**config.mk**
```make
export PLATFORM = sky130hd
export DESIGN_NAME = seq_alu
export DESIGN_NICKNAME = d
export VERILOG_FILES = /design/src/rtl/seq_alu.sv
export SDC_FILE = /design/constraint.sdc
export NUM_CORES = 2
export LEC_CHECK = 0
export ABC_AREA = 1
export BUFFER_PORTS_ARGS = -buffer_cell sky130_fd_sc_hd__buf_2
export CAP_MARGIN = 20
export CORE_UTILIZATION = 45
export CTS_BUF_LIST = sky130_fd_sc_hd__clkbuf_4
export CTS_CLUSTER_SIZE = 8
export DETAILED_ROUTE_END_ITERATION = 10
export PLACE_DENSITY_LB_ADDON = 0.08
export SLEW_MARGIN = 10
export SYNTH_ARGS = -nofsm -noshare
export SYNTH_HDL_FRONTEND = slang
export SYNTH_SLANG_ARGS = --single-unit
```
**constraint.sdc**
```tcl
create_clock -name clk -period 5.1 [get_ports clk]
set_input_delay 0 -clock clk [delete_from_list [all_inputs] [get_ports clk]]
set_output_delay 0 -clock clk [all_outputs]
set_load 0.05 [all_outputs]
```
**src/rtl/seq_alu.sv**
```systemverilog
// Sequential signed ALU: single-cycle logic/arith ops, shift-add multiply and
// restoring divide, with registered result and status flags committed on FIN.
module seq_alu #(
   parameter int WIDTH     = 32,
   parameter int MEM_LIMIT = 255
) (
   input  logic                     clk,
   input  logic                     rst,
   input  logic                     start,
   input  logic [3:0]               ALUop,
   input  logic [WIDTH-1:0]         op1,
   input  logic [WIDTH-1:0]         op2,
   input  logic [$clog2(WIDTH)-1:0] shamt,
   output logic                     busy,
   output logic                     done,
   output logic [WIDTH-1:0]         result,
   output logic                     OVF,
   output logic                     zero,
   output logic                     memory_out_of_bound,
   output logic [1:0]               dbg_state_o
);

   localparam int               CW        = $clog2(WIDTH) + 1;
   localparam logic [CW-1:0]    LAST_ITER = CW'(WIDTH - 1);
   localparam logic [WIDTH:0]   MEM_LIM   = (WIDTH+1)'(MEM_LIMIT);
   localparam logic [WIDTH-1:0] MOST_NEG  = {1'b1, {(WIDTH-1){1'b0}}};

   localparam logic [3:0] OP_ADD = 4'b0000;
   localparam logic [3:0] OP_SUB = 4'b0001;
   localparam logic [3:0] OP_AND = 4'b0010;
   localparam logic [3:0] OP_OR  = 4'b0011;
   localparam logic [3:0] OP_XOR = 4'b0100;
   localparam logic [3:0] OP_NOR = 4'b0101;
   localparam logic [3:0] OP_SLT = 4'b0110;
   localparam logic [3:0] OP_SLL = 4'b0111;
   localparam logic [3:0] OP_SRL = 4'b1000;
   localparam logic [3:0] OP_SGT = 4'b1001;
   localparam logic [3:0] OP_MUL = 4'b1010;
   localparam logic [3:0] OP_DIV = 4'b1011;
   localparam logic [3:0] OP_REM = 4'b1100;
   localparam logic [3:0] OP_SRA = 4'b1101;

   typedef enum logic [1:0] {IDLE = 2'd0, MUL = 2'd1, DIV = 2'd2, FIN = 2'd3} state_t;

   function automatic logic [WIDTH-1:0] mag(input logic [WIDTH-1:0] x);
      return x[WIDTH-1] ? -x : x;
   endfunction

   state_t             state_q, state_d;
   logic [3:0]         op_q;
   logic [WIDTH-1:0]   a_q, b_q;
   logic [CW-1:0]      cnt_q;
   logic [2*WIDTH-1:0] acc_q, mcand_q;
   logic [WIDTH-1:0]   mplier_q;
   logic [WIDTH-1:0]   rem_q, quo_q, dvsr_q;
   logic [WIDTH-1:0]   result_q;
   logic               ovf_q, zero_q, mob_q;

   logic [WIDTH-1:0]   add_w, sub_w, sc_res;
   logic               sc_ovf;
   logic [WIDTH-1:0]   mem_a, mem_b;
   logic [WIDTH:0]     msum;
   logic               mob_d;
   logic [2*WIDTH-1:0] acc_n, prod;
   logic               mul_ovf;
   logic [WIDTH:0]     rsh, diff;
   logic               ge;
   logic [WIDTH-1:0]   rem_n, quo_n, q_s, r_s;
   logic               commit;
   logic [WIDTH-1:0]   res_d;
   logic               ovf_d;

   // Single-cycle ops are evaluated straight from the ports at accept.
   always_comb begin
      add_w  = op1 + op2;
      sub_w  = op1 - op2;
      sc_res = '0;
      sc_ovf = 1'b0;
      case (ALUop)
         OP_ADD: begin
            sc_res = add_w;
            sc_ovf = (op1[WIDTH-1] == op2[WIDTH-1]) && (add_w[WIDTH-1] != op1[WIDTH-1]);
         end
         OP_SUB: begin
            sc_res = sub_w;
            sc_ovf = (op1[WIDTH-1] != op2[WIDTH-1]) && (sub_w[WIDTH-1] != op1[WIDTH-1]);
         end
         OP_AND:  sc_res = op1 & op2;
         OP_OR:   sc_res = op1 | op2;
         OP_XOR:  sc_res = op1 ^ op2;
         OP_NOR:  sc_res = ~(op1 | op2);
         OP_SLT:  sc_res = {{(WIDTH-1){1'b0}}, ($signed(op1) < $signed(op2))};
         OP_SGT:  sc_res = {{(WIDTH-1){1'b0}}, ($signed(op1) > $signed(op2))};
         OP_SLL:  sc_res = op2 << shamt;
         OP_SRL:  sc_res = op2 >> shamt;
         OP_SRA:  sc_res = $signed(op2) >>> shamt;
         default: sc_res = '0;
      endcase
   end

   always_comb begin
      mem_a = (state_q == IDLE) ? op1 : a_q;
      mem_b = (state_q == IDLE) ? op2 : b_q;
      msum  = {mem_a[WIDTH-1], mem_a} + {mem_b[WIDTH-1], mem_b};
      mob_d = msum[WIDTH] | (msum > MEM_LIM);
   end

   // Multiply and divide run on magnitudes; signs are restored at commit.
   always_comb begin
      acc_n   = mplier_q[0] ? (acc_q + mcand_q) : acc_q;
      prod    = (a_q[WIDTH-1] ^ b_q[WIDTH-1]) ? -acc_n : acc_n;
      mul_ovf = (prod[2*WIDTH-1:WIDTH-1] != {(WIDTH+1){prod[WIDTH-1]}});
      rsh     = {rem_q, quo_q[WIDTH-1]};
      diff    = rsh - {1'b0, dvsr_q};
      ge      = ~diff[WIDTH];
      rem_n   = ge ? diff[WIDTH-1:0] : rsh[WIDTH-1:0];
      quo_n   = {quo_q[WIDTH-2:0], ge};
      q_s     = (a_q[WIDTH-1] ^ b_q[WIDTH-1]) ? -quo_n : quo_n;
      r_s     = a_q[WIDTH-1] ? -rem_n : rem_n;
   end

   always_comb begin
      state_d = state_q;
      commit  = 1'b0;
      res_d   = sc_res;
      ovf_d   = sc_ovf;
      case (state_q)
         IDLE: begin
            if (start) begin
               if (ALUop == OP_MUL) begin
                  state_d = MUL;
               end else if (ALUop == OP_DIV || ALUop == OP_REM) begin
                  state_d = DIV;
               end else begin
                  state_d = FIN;
                  commit  = 1'b1;
               end
            end
         end
         MUL: begin
            if (cnt_q == LAST_ITER) begin
               state_d = FIN;
               commit  = 1'b1;
               res_d   = prod[WIDTH-1:0];
               ovf_d   = mul_ovf;
            end
         end
         DIV: begin
            if (cnt_q == LAST_ITER) begin
               state_d = FIN;
               commit  = 1'b1;
               if (b_q == '0) begin
                  res_d = (op_q == OP_DIV) ? '1 : a_q;
                  ovf_d = 1'b1;
               end else if (a_q == MOST_NEG && b_q == '1) begin
                  res_d = (op_q == OP_DIV) ? a_q : '0;
                  ovf_d = 1'b1;
               end else begin
                  res_d = (op_q == OP_DIV) ? q_s : r_s;
                  ovf_d = 1'b0;
               end
            end
         end
         FIN:     state_d = IDLE;
         default: state_d = IDLE;
      endcase
   end

   always_ff @(posedge clk or negedge rst) begin
      if (!rst) begin
         state_q  <= IDLE;
         op_q     <= '0;
         a_q      <= '0;
         b_q      <= '0;
         cnt_q    <= '0;
         acc_q    <= '0;
         mcand_q  <= '0;
         mplier_q <= '0;
         rem_q    <= '0;
         quo_q    <= '0;
         dvsr_q   <= '0;
         result_q <= '0;
         ovf_q    <= 1'b0;
         zero_q   <= 1'b0;
         mob_q    <= 1'b0;
      end else begin
         state_q <= state_d;
         if (state_q == IDLE && start) begin
            op_q     <= ALUop;
            a_q      <= op1;
            b_q      <= op2;
            cnt_q    <= '0;
            acc_q    <= '0;
            mcand_q  <= {{WIDTH{1'b0}}, mag(op1)};
            mplier_q <= mag(op2);
            rem_q    <= '0;
            quo_q    <= mag(op1);
            dvsr_q   <= mag(op2);
         end else if (state_q == MUL) begin
            acc_q    <= acc_n;
            mcand_q  <= mcand_q << 1;
            mplier_q <= mplier_q >> 1;
            cnt_q    <= cnt_q + CW'(1);
         end else if (state_q == DIV) begin
            rem_q    <= rem_n;
            quo_q    <= quo_n;
            cnt_q    <= cnt_q + CW'(1);
         end
         if (commit) begin
            result_q <= res_d;
            ovf_q    <= ovf_d;
            zero_q   <= (res_d == '0);
            mob_q    <= mob_d;
         end
      end
   end

   assign busy                = (state_q != IDLE);
   assign done                = (state_q == FIN);
   assign result              = result_q;
   assign OVF                 = ovf_q;
   assign zero                = zero_q;
   assign memory_out_of_bound = mob_q;
   assign dbg_state_o         = state_q;

endmodule

```
==> impl_metrics.tcl <==
set metrics [dict create \
    status "finished, final reports clean" \
    cts_root_buffer "clkbuf_4" \
    rrSetupSlack_ps 140 \
    r2r-end "zero" \
    first_pass_iters 8 \
    grt_pass1_vias 47871 \
    cp-end-kind "register" \
    clk_pin_slew_ps 70 \
    yosys.cell_types.count 63 \
    slew_headroom_pct 20.5 \
    avgSynthCellArea_sq_um 5.80 \
    critical_path.max_fanout 4 \
    io_pins 115 \
    nets 7698 \
    die_y_um 306 \
    synth_area_leaders "dfrtp_1 (22%), nand2_1 (19%), o21ai_0 (8.6%)" \
    cts_max_path_buffers 3 \
    fin_crit_ps 4960 \
    htree_levels 3 \
    p_leak_uw 0.0238 \
    place_congestion 1.12 \
    drc 0 \
    cpPeakStageDelay_ps 420 \
    grt_usage_pct 45.9 \
    min_to "a_q[16]" \
    clock_skew_ps 124 \
    drv_slew 0 \
    core_sq_um 91500 \
    cts_sinks 366 \
    clk_latency_ps 1040 \
    worstHoldPathCells 4 \
    power_density_nw_per_um2 751 \
    ys_seq_elements 366 \
    dieWidth_um 306 \
    place_ws_ps 65.7 \
    hpwlAfterDp_mm 173 \
    cts_buffers 108 \
    tritoncts "built" \
    min_from "op1[16]" \
    worst_slew_pin_slew_ps 1190 \
    nFillCells 9754 \
    crit_top_cell "nand2_1" \
    fin_setup_tns_ps 0 \
    netlist_area_sq_um 41500 \
    drive_gt1_share_pct 8.81 \
    hp-class "in2reg" \
    gr-total-overflow 0 \
    antenna_found_initial 19 \
    irDropWorstVdd_uv 637 \
    start_kind "register" \
    synth_top_area_share_pct 22.1 \
    reg2reg_depth 39 \
    seq_area_frac_synth_pct 22.1 \
    drv_cap 0 \
    ys_warn_count 0 \
    rr_startpoint "b_q[0]" \
    fp.dieArea_sq_um 93400 \
    port_buffers 114 \
    fin_ws_ps 136 \
    rsz0062_at_grt "yes" \
    synth.net_count 7467 \
    initial_core_util_pct 45.3 \
    synth_edf_count 0 \
    critical_path_class "reg2reg" \
    grt_max_degree 160 \
    rows 111 \
    cp_data_required_time_ps 5990 \
    cp_slowest_cell "fa_2" \
    finalHoldViolations 0 \
    period_share_pct 97.3 \
    vias 52079 \
    drt_iter0_drc 6880 \
    cp.arrival_ps 5850 \
    async_flop_share_pct 100 \
    finalSetupViolCount 0 \
    drt.antenna.violating_nets 0 \
    grt_pass1_wl_mm 318 \
    synth_cells 7152 \
    vias_per_cell 6.01 \
    wl_per_cell_um 25.2 \
    syn_to_final_growth_pct 12.4 \
    fmax_mhz 201 \
    drt-total-wl_mm 219 \
    synth_top_area_cell "dfrtp_1" \
    synthFlopType "dfrtp_1" \
]
==> sequential cells by signal (all words and copies together), names as in the netlist, 2 cells and up <==
register / count
rem_q: 32
dvsr_q: 31
quo_q: 32
mcand_q: 64
acc_q: 64
a_q: 32
cnt_q: 6
b_q: 32
result: 32
dbg_state_o: 2
op_q: 4
mplier_q: 32
==> where the power goes <==
part           internal, uW  leakage, uW  switching (uW)
Clock                  1350     0.000787            1540
Combinational          8020       0.0183           19000
Sequential             4020      0.00470            1040
Total                 13400       0.0238           21600
==> area by class of cell <==
| class | instances | area (sq um) | area share [%] |
|---|---|---|---|
| well taps | 1186 | 1480 | 3.18 |
| clock buffers | 148 | 1110 | 2.38 |
| clock inverters | 45 | 201 | 0.432 |
| repair buffers | 409 | 3180 | 6.81 |
| flip-flops and latches | 366 | 9160 | 19.6 |
| inverters | 939 | 3530 | 7.57 |
| diodes | 11 | 27.5 | 0.0590 |
| multi-input cells | 5559 | 27900 | 59.9 |
==> cell usage after synthesis, drive strengths merged (10+ instances only) <==
cell type  instances
o211ai            18
clkbuf           210
nor3             104
a22oi             16
nor2             700
xor2              27
buf               78
a21oi            509
mux2i             15
nor4              30
dfrtp            366
ha               234
o2111ai           11
o21a              18
a221oi            18
xnor2             22
or2               14
a21o              14
nand3            472
a31oi             34
o22ai            150
a21boi            10
o31ai             10
inv              932
a211oi            16
o21bai            33
nand4            109
o21ai            743
nand2           2176
nand3b            15
==> cells by family after synthesis <==
group	count (synthesis)	synth area share [%]
flops	366	22.1
mux	15	0.362
fa+ha+maj	239	7.30
xor+xnor	49	1.03
buf+inv	1227	11.3
compound gates	1630	21.7
simple gates	3626	36.2
==> routing by layer <==
metal / global-route usage [%] / wire length, um
met1: 57.9 / 85400
met3: 14.2 / 26500
met5: 0 / 22
met2: 65.8 / 87500
met4: 33.2 / 19300
==> placed cells by master (no fill, tap or decap), types with 150 or more instances in the layout <==
| cell | synthesis | final |
|---|---|---|
| nor2_1 | 675 | 664 |
| dfrtp_1 | 366 | 365 |
| nand3_1 | 465 | 462 |
| inv_1 | 915 | 912 |
| a21oi_1 | 503 | 497 |
| o21ai_0 | 712 | 707 |
| buf_4 | 4 | 189 |
| nand2_1 | 2142 | 2124 |
| o22ai_1 | 150 | 150 |
| ha_1 | 234 | 224 |
==> worst max-delay path: cells and delay by family (launching register included) <==
kind | cells | cell delay, ps
compound gates | 1 | 150
fa+ha+maj | 3 | 780
buf+inv | 3 | 170
flops | 1 | 390
simple gates | 32 | 3330
==> per-stage QoR <==
step                cell area [sq um]  hold WS, ps  total power [uW]  util (%)  cells
global placement                44000        -10.8             30300      48.1   8356
finish                          46600         65.7             35000      51.0   8663
global route                    46600         78.3             37500      50.9   8656
detailed placement              44000        -6.39             30400      48.1   8357
CTS                             46300         2.66             33500      50.5   8642
floorplan                       41500         -296             21800         -   7152
==> worst max path at each step <==
stage,cells past startpoint,endpoint,slack (ps),start
2_1_floorplan,27,memory_out_of_bound,390,dbg_state_o[0]
3_3_place_gp,39,zero,10,b_q[0]
3_5_place_dp,39,zero,70,b_q[0]
4_1_cts,39,zero,8,b_q[0]
5_1_grt,39,zero,-130,b_q[0]
6_report,39,zero,140,b_q[0]
==> what timing repair did <==
| action | CTS | global route |
|---|---|---|
| buffers inserted | 0 | 7 |
| hold endpoints to repair | 554 | 0 |
| setup endpoints to repair | 1 | 14 |
| gates resized for setup | 1 | 67 |
| hold buffers | 92 | 0 |
| pin swaps | 0 | 16 |
(Power assumes the default switching activity.)
